File: config.mk
export PLATFORM = sky130hd
export DESIGN_NAME = ps2_mem_writer
export DESIGN_NICKNAME = d
export VERILOG_FILES = /design/src/rtl/ps2_mem_writer.sv
export SDC_FILE = /design/constraint.sdc
export NUM_CORES = 1
export LEC_CHECK = 0
export ABC_AREA = 1
export CORE_MARGIN = 2
export CORE_UTILIZATION = 53
export CTS_CLUSTER_SIZE = 14
export DETAILED_ROUTE_END_ITERATION = 10
export PLACE_DENSITY_LB_ADDON = 0.25
export SLEW_MARGIN = 30
export SYNTH_ARGS = -nofsm -noshare
export SYNTH_HDL_FRONTEND = slang
export SYNTH_SLANG_ARGS = --single-unit
File: constraint.sdc
create_clock -name clk -period 1.6 [get_ports clk]
set_input_delay 0.48 -clock clk [delete_from_list [all_inputs] [get_ports clk]]
set_output_delay 0.48 -clock clk [all_outputs]
set_load 0.05 [all_outputs]
File: src/rtl/ps2_mem_writer.sv
// PS/2 keyboard receiver that writes each valid scancode into a 16-entry
// memory ring buffer, followed by an update of the write-pointer word.
module ps2_mem_writer #(
  parameter logic [11:0] BASE_ADDR = 12'd1008,
  parameter logic [11:0] PTR_ADDR  = 12'd1007,
  parameter int          TIMEOUT   = 20000
) (
  input  logic        clk,
  input  logic        reset_n,
  input  logic        ps2_clk,
  input  logic        ps2_data,
  output logic        wEn,
  output logic [11:0] addr,
  output logic [31:0] memDataIn,
  output logic        frame_err,
  output logic [7:0]  err_count
);

  localparam int TW = $clog2(TIMEOUT + 1);

  typedef enum logic [2:0] {IDLE, DATA, PARITY, STOP, WR_DATA, WR_PTR} state_t;

  state_t        state_q, state_d;
  logic          clk_s1_q, clk_s1_d, clk_s2_q, clk_s2_d, clk_prev_q, clk_prev_d;
  logic          dat_s1_q, dat_s1_d, dat_s2_q, dat_s2_d;
  logic [2:0]    bit_cnt_q, bit_cnt_d;
  logic [7:0]    shift_q, shift_d;
  logic          par_q, par_d;
  logic [TW-1:0] to_cnt_q, to_cnt_d;
  logic [3:0]    slot_q, slot_d;
  logic [7:0]    seq_q, seq_d;
  logic [7:0]    err_count_q, err_count_d;
  logic          frame_err_q, frame_err_d;
  logic          wen_q, wen_d;
  logic [11:0]   addr_q, addr_d;
  logic [31:0]   mem_data_q, mem_data_d;
  logic          fall, bit_in, fail;

  assign fall   = clk_prev_q & ~clk_s2_q;
  assign bit_in = dat_s2_q;

  always_comb begin
    clk_s1_d    = ps2_clk;
    clk_s2_d    = clk_s1_q;
    clk_prev_d  = clk_s2_q;
    dat_s1_d    = ps2_data;
    dat_s2_d    = dat_s1_q;
    state_d     = state_q;
    bit_cnt_d   = bit_cnt_q;
    shift_d     = shift_q;
    par_d       = par_q;
    to_cnt_d    = to_cnt_q;
    slot_d      = slot_q;
    seq_d       = seq_q;
    err_count_d = err_count_q;
    frame_err_d = 1'b0;
    wen_d       = 1'b0;
    addr_d      = PTR_ADDR;
    mem_data_d  = 32'd0;
    fail        = 1'b0;

    if (state_q == DATA || state_q == PARITY || state_q == STOP) begin
      to_cnt_d = fall ? '0 : to_cnt_q + TW'(1);
      if (!fall && to_cnt_q == TW'(TIMEOUT - 1)) fail = 1'b1;
    end else begin
      to_cnt_d = '0;
    end

    // Outputs are computed from the transition so they line up with the
    // write states once registered.
    case (state_q)
      IDLE: begin
        if (fall && !bit_in) begin
          state_d   = DATA;
          bit_cnt_d = 3'd0;
        end
      end
      DATA: begin
        if (fall) begin
          shift_d   = {bit_in, shift_q[7:1]};
          bit_cnt_d = bit_cnt_q + 3'd1;
          if (bit_cnt_q == 3'd7) state_d = PARITY;
        end
      end
      PARITY: begin
        if (fall) begin
          par_d   = bit_in;
          state_d = STOP;
        end
      end
      STOP: begin
        if (fall) begin
          if (bit_in && (^{shift_q, par_q})) begin
            state_d    = WR_DATA;
            wen_d      = 1'b1;
            addr_d     = BASE_ADDR + {8'd0, slot_q};
            mem_data_d = {16'd0, seq_q, shift_q};
          end else begin
            fail = 1'b1;
          end
        end
      end
      WR_DATA: begin
        state_d    = WR_PTR;
        slot_d     = slot_q + 4'd1;
        seq_d      = seq_q + 8'd1;
        wen_d      = 1'b1;
        addr_d     = PTR_ADDR;
        mem_data_d = {28'd0, slot_q + 4'd1};
      end
      WR_PTR: state_d = IDLE;
      default: state_d = IDLE;
    endcase

    if (fail) begin
      state_d     = IDLE;
      frame_err_d = 1'b1;
      if (err_count_q != 8'hFF) err_count_d = err_count_q + 8'd1;
    end
  end

  always_ff @(posedge clk) begin
    if (!reset_n) begin
      clk_s1_q    <= 1'b1;
      clk_s2_q    <= 1'b1;
      clk_prev_q  <= 1'b1;
      dat_s1_q    <= 1'b1;
      dat_s2_q    <= 1'b1;
      state_q     <= IDLE;
      bit_cnt_q   <= 3'd0;
      shift_q     <= 8'd0;
      par_q       <= 1'b0;
      to_cnt_q    <= '0;
      slot_q      <= 4'd0;
      seq_q       <= 8'd0;
      err_count_q <= 8'd0;
      frame_err_q <= 1'b0;
      wen_q       <= 1'b0;
      addr_q      <= PTR_ADDR;
      mem_data_q  <= 32'd0;
    end else begin
      clk_s1_q    <= clk_s1_d;
      clk_s2_q    <= clk_s2_d;
      clk_prev_q  <= clk_prev_d;
      dat_s1_q    <= dat_s1_d;
      dat_s2_q    <= dat_s2_d;
      state_q     <= state_d;
      bit_cnt_q   <= bit_cnt_d;
      shift_q     <= shift_d;
      par_q       <= par_d;
      to_cnt_q    <= to_cnt_d;
      slot_q      <= slot_d;
      seq_q       <= seq_d;
      err_count_q <= err_count_d;
      frame_err_q <= frame_err_d;
      wen_q       <= wen_d;
      addr_q      <= addr_d;
      mem_data_q  <= mem_data_d;
    end
  end

  assign wEn       = wen_q;
  assign addr      = addr_q;
  assign memDataIn = mem_data_q;
  assign frame_err = frame_err_q;
  assign err_count = err_count_q;

endmodule

* Word-level counts from Yosys, hierarchy flattened *
Cells that the tools add are included.

word-level totals
  logic and storage cells = 80
  register bits = 101
  output and inout port bits = 54

cells by class
  add/subtract/negate cells = 6
  bitwise operators = 4
  mux-type cells = 22
  eq/ne operators = 13
  reduce and logical (&&, ||, !) cells = 18

operators by type and width
  operator                                        number
  2-to-1 mux 16 bit                               2
  case mux 16 bit (2 select lines)                1
  2-to-1 mux 3 bit                                8
  adder 8 x 1 -> 8 bit (second input constant)    2
  adder 15 x 1 -> 15 bit (second input constant)  1
  == test 15 bit (second input constant)          1
  case mux 3 bit (5 select lines)                 1
  adder 10 x 4 -> 11 bit (first input constant)   1
  XOR reduction 9 bit                             1
  2-to-1 mux 1 bit                                8
  != test 2 bit (second input constant)           4
  != test 8 bit (second input constant)           1
  == test 3 x 2 -> 1 bit (second input constant)  2
  == test 3 bit (second input constant)           2
  case mux 3 bit (2 select lines)                 1
  AND reduction 2 bit                             3
  AND reduction 6 bit                             1
  adder 4 x 1 -> 4 bit (second input constant)    1
  != test 2 x 1 -> 1 bit (second input constant)  2
  AND reduction 4 bit                             1
  adder 3 x 1 -> 3 bit (second input constant)    1
  == test 3 x 1 -> 1 bit (second input constant)  1
  logical AND 1 bit                               3
  logical NOT 3 bit                               1
  other kinds (9)                                 13

* Longest topological paths before layout *
Gate-level depths: netlist of the first run.

  word-level depth = 10
  depth in mapped cells = 15
  depth with buffers taken out = 14

* Worst setup path before layout of the first run *
Ideal clock, no wire load.

  kind = register -> register
  from = register err_count_q[0] (netlist: err_count[0])
  to = register err_count_q[2] (netlist: err_count[2])
  stages on the path, launching flop included = 8
  arrival = 1758 ps
  setup slack = -228 ps
  required time = 1530 ps
  cells stage by stage = dfxtp_1 > ha_1 > nand3_1 > nor2_1 > nand3_2 > nand2_2 > nand2_1 > a21oi_1

between the ends
  longest elaborated chain between the ends = 2
  elaborated cells between the ends (all ways) = 3
  those cells by class = 1 x add/sub; 1 x eq/ne; 1 x reduce/logical

ends and longest elaborated chain
  what                                                                          RTL line  RTL
  start, declared                                                               32        logic [7:0] err_count_q, err_count_d;
  start signal, assigned                                                        154       err_count_q <= err_count_d;
  parallel branches: the longest is 2 deep, another holds adder 8 x 1 -> 8 bit  -

Parallel ways; which one is timed is not known.
A chain may end at the register's enable or synchronous reset.

* Worst setup path in the final report of the first run *
  from = register to_cnt_q[0]
  to = register err_count_q[3] (netlist: err_count[3])

between the ends
  longest elaborated chain between the ends = 8

ends and longest elaborated chain
  what                             RTL line  RTL
  start, declared                  29        logic [TW-1:0] to_cnt_q, to_cnt_d;
  start signal, assigned           151       to_cnt_q <= to_cnt_d;
  == test 15 bit *                 64        if (!fall && to_cnt_q == TW'(TIMEOUT - 1)) fail = 1'b1;
  logical AND 1 bit *              64
  2-to-1 mux 1 bit *               64
  2-to-1 mux 1 bit *               62        if (state_q == DATA || state_q == PARITY || state_q == STOP) begin
  2-to-1 mux 1 bit                 93        if (bit_in && (^{shift_q, par_q})) begin
  2-to-1 mux 1 bit                 92        if (fall) begin
  2-to-1 mux 1 bit *               71        case (state_q)
  AND reduction 2 bit (no line) *  -

Mark *: on every way between the ends. The rest lies on a longest branch, timed or not.

==> results of run 1 <==
[per-layer routing]
metal | up-vias | GRT usage
met4 | 0 | 0.09531
li1 | 1449 | -
met1 | 1356 | 0.2480
met5 | - | 0
met2 | 67 | 0.3499
met3 | 15 | 0.03835
[where the power goes]
part	switching, mW	total, mW	internal (mW)
registers	0.0521	2.04	1.99
clock network	0.725	1.49	0.764
logic	0.492	0.715	0.222
total	1.27	4.25	2.98
[critical path: cells and delay by family, from the launching register on]
kind / cells / cell delay [ps]
adders and majority gates: 1 / 140
and+or+nand+nor: 6 / 680
buffers and inverters: 2 / 200
AOI/OAI and AO/OA: 1 / 140
DFF: 1 / 360
[layout by cell type, fill, tap and decap left out, drive strengths merged]
master,synthesis,routed
dfxtp,78,78
nand2,65,65
buf,29,63
inv,49,49
a21oi,40,40
nor2,30,30
nand3,29,29
nor3,25,25
o21ai,24,24
conb,2,23
clkbuf,2,11
xnor2,6,6
or2,6,6
ha,6,6
nor4,6,6
xor2,5,5
nand4,5,5
clkdlybuf4s50,0,3
clkinvlp,0,2
nor3b,2,2
clkinv,0,2
o31ai,1,1
a221oi,1,1
a211oi,1,1
o211a,1,1
a31oi,1,1
bufinv,0,1
[kinds of logic (layout without fill, tap and decap cells)]
logic type | Yosys count | count (layout) | share of synthesized area
AO/OA/AOI/OAI | 69 | 69 | 0.1098
XOR/XNOR | 11 | 11 | 0.02818
adder cells (fa/ha/maj) | 6 | 6 | 0.02196
buffers and inverters | 81 | 131 | 0.1244
flip-flops | 78 | 78 | 0.4568
other | 2 | 23 | 0.002197
AND/OR/NAND/NOR | 168 | 168 | 0.2566
[registers in the layout, indices dropped and copies added, names as in the netlist]
name        flops
clk_prev_q      1
par_q           1
bit_in          1
slot_q          4
wEn             1
dat_s1_q        1
clk_prev_d      1
state_q         3
memDataIn      16
addr            5
shift_q         8
frame_err       1
err_count       8
bit_cnt_q       3
seq_q           8
to_cnt_q       15
clk_s1_q        1
[cell type report]
type	instances	share of cell area
Tap cell	77	0.02070
Clock inverter	5	0.01263
Clock buffer	11	0.03038
Inverter	49	0.04005
Sequential cell	78	0.3395
Timing Repair Buffer	66	0.1946
Multi-Input combinational cell	277	0.3621
[Yosys cell counts (4+ instances only)]
master	instances
xnor2_1	6
nor2_1	29
nand3_1	25
ha_1	6
nand2_2	5
dfxtp_1	78
xor2_1	5
o21ai_0	22
nand4_1	4
nor4_1	4
nor3_2	4
nor3_1	18
inv_2	12
inv_1	37
a21oi_1	39
nand3_2	4
buf_4	23
nand2_1	60
or2_2	5
[timing repair]
action,CTS,global route
pin swaps,1,13
setup buffers,1,2
resized for setup,7,48
setup endpoints to repair,9,29
hold buffers,0,0
[stage by stage]
stage                     instances  cell area, sq um  hold WS (ps)  setup TNS, ps  power, mW
after floorplan                 436              3507         391.7              0      2.597
after global placement          544              4230         395.8         -566.5      2.678
after detailed placement        544              4230         400.6          -1168      2.706
after CTS                       561              4463         419.2         -13.99      4.177
after global routing            563              4654         430.0          -1299      4.412
final                           563              4654         417.6              0      4.247
[worst paths after layout]
path / to / slack (ps) / cells after the start
worst max-delay path: err_count[3] / 4 / 10
worst max register to register: err_count[3] / 4 / 10
worst min register to register: bit_in / 420 / 1
worst min-delay path: bit_in / 420 / 1
==> flow_summary_export.csv, run 1 <==
group,metric,value,unit
placed_design,pre_cts_slack,-125.4,ps
worst_hold_path,min_path_type,"reg -> reg",
floorplan,rows,29,
grt,overflow,0,
worst_setup_path,required,1890,ps
synth,syn-cell-area,0.003418,sq mm
worst_setup_path,start_kind,"flip-flop",
synth,synth_area_leaders,"dfxtp_1, nand2_1, a21oi_1, buf_4, inv_1",
detailed_routing,wl_met2,3.728,mm
sta,fmax,626.5,MHz
worst_setup_path,crit_chain,"ha_4 -> nand2_2 -> inv_2 -> nand2_4 -> nor4_4 -> nand4_1 -> nand2_4 -> buf_6 -> nand3_2 -> a21oi_1",
worst_setup_path,cp_common_cell,"nand2_4",
worst_setup_path,criticalPathCategory,"reg -> reg",
synth,netlist.area_leader.share,0.4568,
floorplan,die_w,84.31,microns
sta,fin_ws,3.793,ps
clock_network,root_buffer,"clkbuf_8",
synth,synth_flop_cell,"dfxtp_1",
synth,syn_inst,415,
cells_and_area,layout-drive-gt1-share,0.3230,
placed_design,port-buffer-count,34,
floorplan,io_pins,58,
worst_setup_path,worstPathMaxFanout,6,
detailed_routing,routedWlPerCell,13.15,microns
worst_setup_path,slowest_stage,"dfxtp_2",
grt,grt_max_degree,16,
cells_and_area,final-seq-area,0.001580,sq mm
clock_network,numCtsBuffers,9,
power_and_ir_drop,powerDensity,912.5,mW/mm^2
detailed_routing,dr.max_layer_used,"met4",
floorplan,dieArea,0.007108,sq mm
sta,hold_viol,0,
clock_network,insertion_delay,350,ps
placed_design,place_congestion,0.8882,
placed_design,dpl.hpwl,5.099,mm
grt,grt_pass1_vias,2637,
synth,synth_cell_types,40,
cells_and_area,postLayoutCoreUtil,0.7415,
sta,max_slew_margin,0.6518,
synth,synth_area_per_cell,8.237,sq um
floorplan,core_area,0.006277,sq mm
worst_hold_path,min_from,"dat_s1_q",
sta,finClkSkew,8.835,ps
sta,fin_crit_sh,0.9976,
grt,grt_first_pass_wirelength,11.67,mm
clock_network,clk_pin_slew_worst_paths,80,ps
detailed_routing,drt_iter0_markers,101,
detailed_routing,firstDrtPassIters,4,
sta,setup_viol,0,
cells_and_area,filler_cell_count,452,
grt,antenna_found_initial,0,
cells_and_area,layout.nets,491,
synth,ys_seq_area_frac,0.4568,
floorplan,initial_utilization,0.5445,
run,cap_violations,0,
cells_and_area,area_growth,36.16,%
synth,synth_edf_count,0,
synth,synthArstFlopShare,0,
detailed_routing,drt_wl_total,7.404,mm
detailed_routing,met1_length,3.182,mm
detailed_routing,drcViolationCount,0,
detailed_routing,via_per_inst,5.128,
detailed_routing,vias,2887,
sta,maxSlewViolCount,0,
worst_setup_path,critical_path_arrival,1880,ps
cells_and_area,diodes,0,
floorplan,fp.dieH,84.31,microns
cells_and_area,multiInputGateArea,0.001685,sq mm
synth,yosys_warnings,0,
synth,yosysTopAreaCell,"dfxtp_1",
worst_setup_path,max_stage_delay,360,ps
grt,grt_usage,0.2042,
sta,min_period,1596,ps
worst_setup_path,r2r-start,"to_cnt_q[0]",
detailed_routing,wl_met3,316,microns
clock_network,htreeDepth,3,
power_and_ir_drop,ir_drop,0.7347,mV
detailed_routing,ant_nets,0,
clock_network,clock_path_buffers,2,
outcome,outcome,"complete, no violations",
power_and_ir_drop,p_leak,1.869,nW
worst_setup_path,crit_path_start,"to_cnt_q[0]",
clock_network,cts.sinks,78,
worst_setup_path,cp-end-kind,"flip-flop",
clock_network,cts_tree,"yes",
sta,worst_slew_pin_slew,518.3,ps
sta,rsz0062_at_grt,"yes",
synth,ys_ff_latch,78,
No activity file was read; power rests on OpenSTA's default activity.
==> run 2: changes to the inputs <==
--- a/config.mk
+++ b/config.mk
@@ -11,6 +11,7 @@
 export CTS_CLUSTER_SIZE = 14
 export DETAILED_ROUTE_END_ITERATION = 10
 export PLACE_DENSITY_LB_ADDON = 0.25
+export SETUP_SLACK_MARGIN = 0.3
 export SLEW_MARGIN = 30
 export SYNTH_ARGS = -nofsm -noshare
 export SYNTH_HDL_FRONTEND = slang
==> run 2 against run 1 <==
The flow now finishes with violations (negative setup slack). Sequential power is 2% higher. Setup slack worse by 170 ps. Hold slack better by 16 ps. Via count is 16% higher. Critical path depth is 3 higher. Wire length is 45% higher. Utilization is 11 points higher. Non-clock buffer count is 22 higher. First-iteration DRC count grew to 2.7 times the previous value. Combinational power is 54% higher. Clock skew is 0.74 ps lower. Critical endpoint is now err_count[2]. Largest power group unchanged.
==> flow_summary_export.csv, run 2 (synthesized netlist as in run 1, its figures left out) <==
group,metric,value,unit
outcome,outcome,"finished, violations left",
outcome,violations,"negative setup slack",
cells_and_area,filler_cell_count,293,
floorplan,initial_utilization,0.5445,
power_and_ir_drop,p_leak,2.061,nW
sta,maxSlewViolCount,0,
sta,rsz0062_at_grt,"yes",
grt,overflow,0,
grt,antenna_found_initial,0,
clock_network,cts_tree,"yes",
sta,fin_ws,-167.0,ps
sta,fmax,565.9,MHz
placed_design,port-buffer-count,34,
cells_and_area,design_area,0.005324,sq mm
grt,grt_usage,0.2257,
cells_and_area,area_growth,55.75,%
worst_hold_path,min_from,"clk_s1_q",
power_and_ir_drop,powerDensity,875.7,mW/mm^2
cells_and_area,layout-drive-gt1-share,0.5571,
worst_setup_path,r2r-start,"shift_q[4]",
grt,grt_pass1_vias,2771,
worst_setup_path,crit_path_start,"shift_q[4]",
floorplan,rows,29,
cells_and_area,final_cell_mix,"nand2_1, buf_4, buf_12",
clock_network,htreeDepth,3,
grt,grt_first_pass_wirelength,12.88,mm
worst_setup_path,cp-end-kind,"flip-flop",
worst_setup_path,reg2reg_depth,13,
worst_setup_path,worstPathMaxFanout,5,
cells_and_area,largest_reg_flops,16,
placed_design,dpl.hpwl,4.757,mm
worst_setup_path,criticalPathCategory,"reg -> reg",
detailed_routing,drcViolationCount,0,
worst_hold_path,hold_depth,1,
placed_design,place_congestion,0.8552,
floorplan,io_pins,58,
sta,min_period,1767,ps
placed_design,dp.cells,535,
run,cap_violations,0,
floorplan,core_area,0.006277,sq mm
floorplan,dieArea,0.007108,sq mm
worst_setup_path,start_kind,"flip-flop",
grt,grt_max_degree,19,
clock_network,cts.sinks,78,
detailed_routing,drt_iter0_markers,274,
detailed_routing,drt_wl_total,10.77,mm
detailed_routing,vias,3353,
worst_setup_path,rrSetupSlack,-170,ps
clock_network,hold_buffers,0,
worst_setup_path,required,1890,ps
detailed_routing,routedWlPerCell,18.41,microns
clock_network,clk_pin_slew_worst_paths,80,ps
placed_design,pre_cts_slack,-159.2,ps
sta,finClkSkew,8.094,ps
worst_hold_path,min_path_type,"reg -> reg",
sta,setup_viol,37,
power_and_ir_drop,ir_drop,0.9463,mV
clock_network,numCtsBuffers,9,
sta,setup_tns,-3825,ps
worst_setup_path,critical_path_arrival,2060,ps
floorplan,fp.dieH,84.31,microns
clock_network,insertion_delay,370,ps
sta,hold_viol,0,
sta,hold_slack,433.9,ps
worst_hold_path,min_to,"clk_prev_d",
cells_and_area,stdcell_count,585,
clock_network,clock_path_buffers,2,
cells_and_area,diodes,0,
floorplan,die_w,84.31,microns
detailed_routing,firstDrtPassIters,5,
sta,fin_crit_sh,1.104,
detailed_routing,ant_nets,0,
detailed_routing,via_per_inst,5.732,
clock_network,root_buffer,"clkbuf_8",
worst_setup_path,r2r-end,"err_count[2]",
cells_and_area,layout.nets,514,
cells_and_area,layout_commonest_cell,"nand2_1",
placed_design,dpl_cell_area,0.004233,sq mm
==> run 2: cell count changes in the layout (fill, tap and decap cells not counted), moves of 11 or more <==
cell,delta
a21oi_1,-17
dfxtp_4,+13
a21oi_2,+17
dfxtp_1,-35
nand3_1,-12
o21ai_0,-14
dfxtp_2,+22
nor3_1,-11
==> run 2: where the power goes <==
part           switching (mW)  leakage, nW  internal (mW)
Sequential             0.0972        0.654           1.99
Clock                   0.722       0.0995          0.751
Combinational           0.691         1.31          0.414
Total                    1.51         2.06           3.15
==> run 2: final cells by class <==
| type | count | area (sq um) | area share |
|---|---|---|---|
| Clock inverter | 4 | 46.29 | 0.008696 |
| Multi-Input combinational cell | 278 | 2027 | 0.3807 |
| Clock buffer | 11 | 141.4 | 0.02656 |
| Sequential cell | 78 | 1657 | 0.3112 |
| Tap cell | 77 | 96.34 | 0.01810 |
| Inverter | 49 | 215.2 | 0.04042 |
| Timing Repair Buffer | 88 | 1141 | 0.2143 |
==> run 2: through the flow <==
stage | utilization | power [mW]
2_1_floorplan | - | 2.620
3_3_place_gp | 0.6743 | 2.701
4_1_cts | 0.7724 | 4.256
3_5_place_dp | 0.6743 | 2.718
6_report | 0.8481 | 4.662
5_1_grt | 0.8481 | 4.784
==> run 2: per-layer routing <==
metal	up-vias	part of all wire	global-route usage
li1	1499	-	-
met1	1558	0.37	0.2702
met2	226	0.51	0.3896
met3	70	0.063	0.05801
met4	0	0.061	0.08504
met5	-	0	0
==> run 2: worst max path at each step <==
stage	end	slack (ps)
6_report	err_count[2]	-170
5_1_grt	state_q[0]	-250
4_1_cts	to_cnt_q[14]	-20
3_5_place_dp	to_cnt_q[12]	-160
3_3_place_gp	to_cnt_q[12]	-120
2_1_floorplan	err_count[6]	150
==> run 2: what timing repair did <==
action                     CTS  global route
setup endpoints to repair   99           106
gates resized for setup    128            73
setup buffers                9            24
cloned                       1             1
pin swaps                   24            22
==> run 2: critical path, cell delays in order, from the launching register on <==
cell and delay (ps):
dfxtp_2 400, inv_2 80, nand2_1 70, nand2_1 80
nand2_1 100, nand2_2 90, inv_1 100, nand2_2 70
nand3_4 120, nand3_4 90, nand2_4 120, buf_6 150
nand3_4 80, a21oi_2 130
==> run 3: changes to the inputs <==
--- a/config.mk
+++ b/config.mk
@@ -7,7 +7,7 @@
 export LEC_CHECK = 0
 export ABC_AREA = 1
 export CORE_MARGIN = 2
-export CORE_UTILIZATION = 53
+export CORE_UTILIZATION = 45
 export CTS_CLUSTER_SIZE = 14
 export DETAILED_ROUTE_END_ITERATION = 10
 export PLACE_DENSITY_LB_ADDON = 0.25
==> constraint.sdc (replaced) <==
create_clock -name clk -period 1.6 [get_ports clk]
set_input_delay 0.4 -clock clk [delete_from_list [all_inputs] [get_ports clk]]
set_output_delay 0.4 -clock clk [all_outputs]
set_load 0.05 [all_outputs]
==> run 3 against run 2 <==
The run still ends with negative setup slack left. Wire length fell by 20%. Sequential share of layout area fell by 0.55 points. Final area fell by 0.12%. Flip-flop and latch count did not move. Register-to-register slack improved by 130 ps. Setup slack improved by 130 ps. Non-clock buffer count did not move. Critical endpoint unchanged. First-iteration DRC count fell by 70%. Via count fell by 8.9%. Die area rose by 17%. Critical path type unchanged. Clock power rose by 17%. Critical path depth fell by 1.
==> flow_summary_export.csv, run 3 (synthesized netlist as in run 1, its figures left out) <==
group,metric,value,unit
grt,grt_max_degree,26,
detailed_routing,routedWlPerCell,14.25,microns
placed_design,dp.cells,561,
power_and_ir_drop,powerDensity,905.3,mW/mm^2
grt,grt_usage,0.1963,
clock_network,cts_tree,"yes",
power_and_ir_drop,ir_drop,0.6788,mV
sta,hold_viol,0,
worst_hold_path,min_from,"clk_s1_q",
floorplan,rows,31,
sta,finClkSkew,6.794,ps
clock_network,htreeDepth,3,
outcome,violations,"negative setup slack",
detailed_routing,drt_wl_total,8.667,mm
cells_and_area,diodes,0,
floorplan,io_pins,58,
run,cap_violations,0,
worst_setup_path,required,1890,ps
worst_setup_path,worstPathMaxFanout,7,
sta,setup_viol,7,
clock_network,cts.sinks,78,
floorplan,fp.dieH,91.16,microns
worst_setup_path,crit_path_start,"shift_q[3]",
cells_and_area,largest_reg_flops,16,
detailed_routing,vias,3053,
detailed_routing,ant_nets,0,
floorplan,initial_utilization,0.4688,
clock_network,hold_buffers,0,
sta,min_period,1641,ps
grt,overflow,0,
clock_network,numCtsBuffers,9,
placed_design,dpl.hpwl,4.954,mm
cells_and_area,layout_commonest_cell,"dfxtp_1",
placed_design,place_congestion,0.7755,
detailed_routing,drcViolationCount,0,
cells_and_area,area_growth,55.56,%
sta,fmax,609.3,MHz
grt,grt_first_pass_wirelength,13.25,mm
outcome,outcome,"finished, violations left",
cells_and_area,layout-drive-gt1-share,0.5069,
sta,fin_crit_sh,1.026,
worst_setup_path,criticalPathCategory,"reg -> reg",
sta,fin_ws,-41.21,ps
clock_network,clk_pin_slew_worst_paths,80,ps
clock_network,insertion_delay,360,ps
floorplan,dieArea,0.008309,sq mm
cells_and_area,final_cell_mix,"dfxtp_1, nand2_1, buf_4",
cells_and_area,stdcell_count,608,
detailed_routing,via_per_inst,5.021,
cells_and_area,design_area,0.005318,sq mm
placed_design,port-buffer-count,34,
floorplan,die_w,91.16,microns
detailed_routing,firstDrtPassIters,4,
clock_network,clock_path_buffers,2,
worst_hold_path,min_path_type,"reg -> reg",
cells_and_area,layout.nets,514,
clock_network,root_buffer,"clkbuf_8",
placed_design,dpl_cell_area,0.004244,sq mm
sta,maxSlewViolCount,0,
worst_setup_path,start_kind,"flip-flop",
grt,grt_pass1_vias,2974,
worst_setup_path,r2r-start,"shift_q[3]",
worst_setup_path,cp-end-kind,"flip-flop",
floorplan,core_area,0.007292,sq mm
sta,rsz0062_at_grt,"yes",
grt,antenna_found_initial,0,
power_and_ir_drop,p_leak,2.088,nW
detailed_routing,drt_iter0_markers,83,
worst_setup_path,critical_path_arrival,1930,ps
[run 3: cell count changes in the layout (fill, tap and decap cells not counted), sizes merged]
cell / before / now
clkinv: 3 / 2
buf: 84 / 85
clkdlybuf4s50: 2 / 3
dlymetal6s2s: 1 / 0
inv: 48 / 49
clkbuf: 12 / 11
bufinv: 1 / 2
[run 3: area by class of cell]
cell class | instances | area (sq um)
Clock buffer | 11 | 152.6
Tap cell | 99 | 123.9
Timing Repair Buffer | 88 | 1116
Inverter | 49 | 207.7
Multi-Input combinational cell | 278 | 2013
Clock inverter | 5 | 78.83
Fill cell | 505 | 1974
Sequential cell | 78 | 1625
[run 3: worst paths after layout]
path,cells after the start,end,slack (ps)
worst max-delay path,12,err_count[2],-40
worst min-delay path,1,clk_prev_d,430
worst max register to register,12,err_count[2],-40
worst min register to register,1,clk_prev_d,430
[run 3: report_power, final]
part	internal, mW	switching (mW)
combinational	0.415	0.627
sequential	1.99	0.0692
clock	0.974	0.743
total	3.37	1.44
[run 3: timing repair]
action	in CTS	in global routing
endpoints found under the setup margin	66	67
setup buffers	19	10
cloned	2	0
pin swaps	20	18
gates resized for setup	80	97
[run 3: worst max-delay path, stage by stage (launching register included)]
cell and delay (ps):
dfxtp_4 380, inv_4 70, nand2_2 40, nand2_1 90, nand3_2 70, nand2_2 110, nand3_2 110, nand3_4 130
nand3_4 90, nand2_4 120, buf_8 140, nand3_2 80, a21oi_2 140
[run 3: metal layers]
metal  wire (microns)  track usage  vias to the layer above
li1                 -            -                     1490
met5                0            0                        -
met4              178      0.09343                        0
met2             4909       0.3685                       69
met3              311      0.03402                       18
met1             3268       0.2112                     1476
[run 3: per-stage QoR]
step                setup TNS (ps)  setup slack (ps)    util  total power, mW  hold WS, ps
floorplan                        0             151.1       -            2.620        391.7
global placement                 0             4.361  0.5820            2.717        398.1
global route                 -2010            -121.8  0.7292            5.000        447.3
detailed placement          -98.42            -42.50  0.5820            2.737        407.4
finish                      -78.57            -41.21  0.7292            4.814        427.9
CTS                              0             70.48  0.6743            4.659        430.3
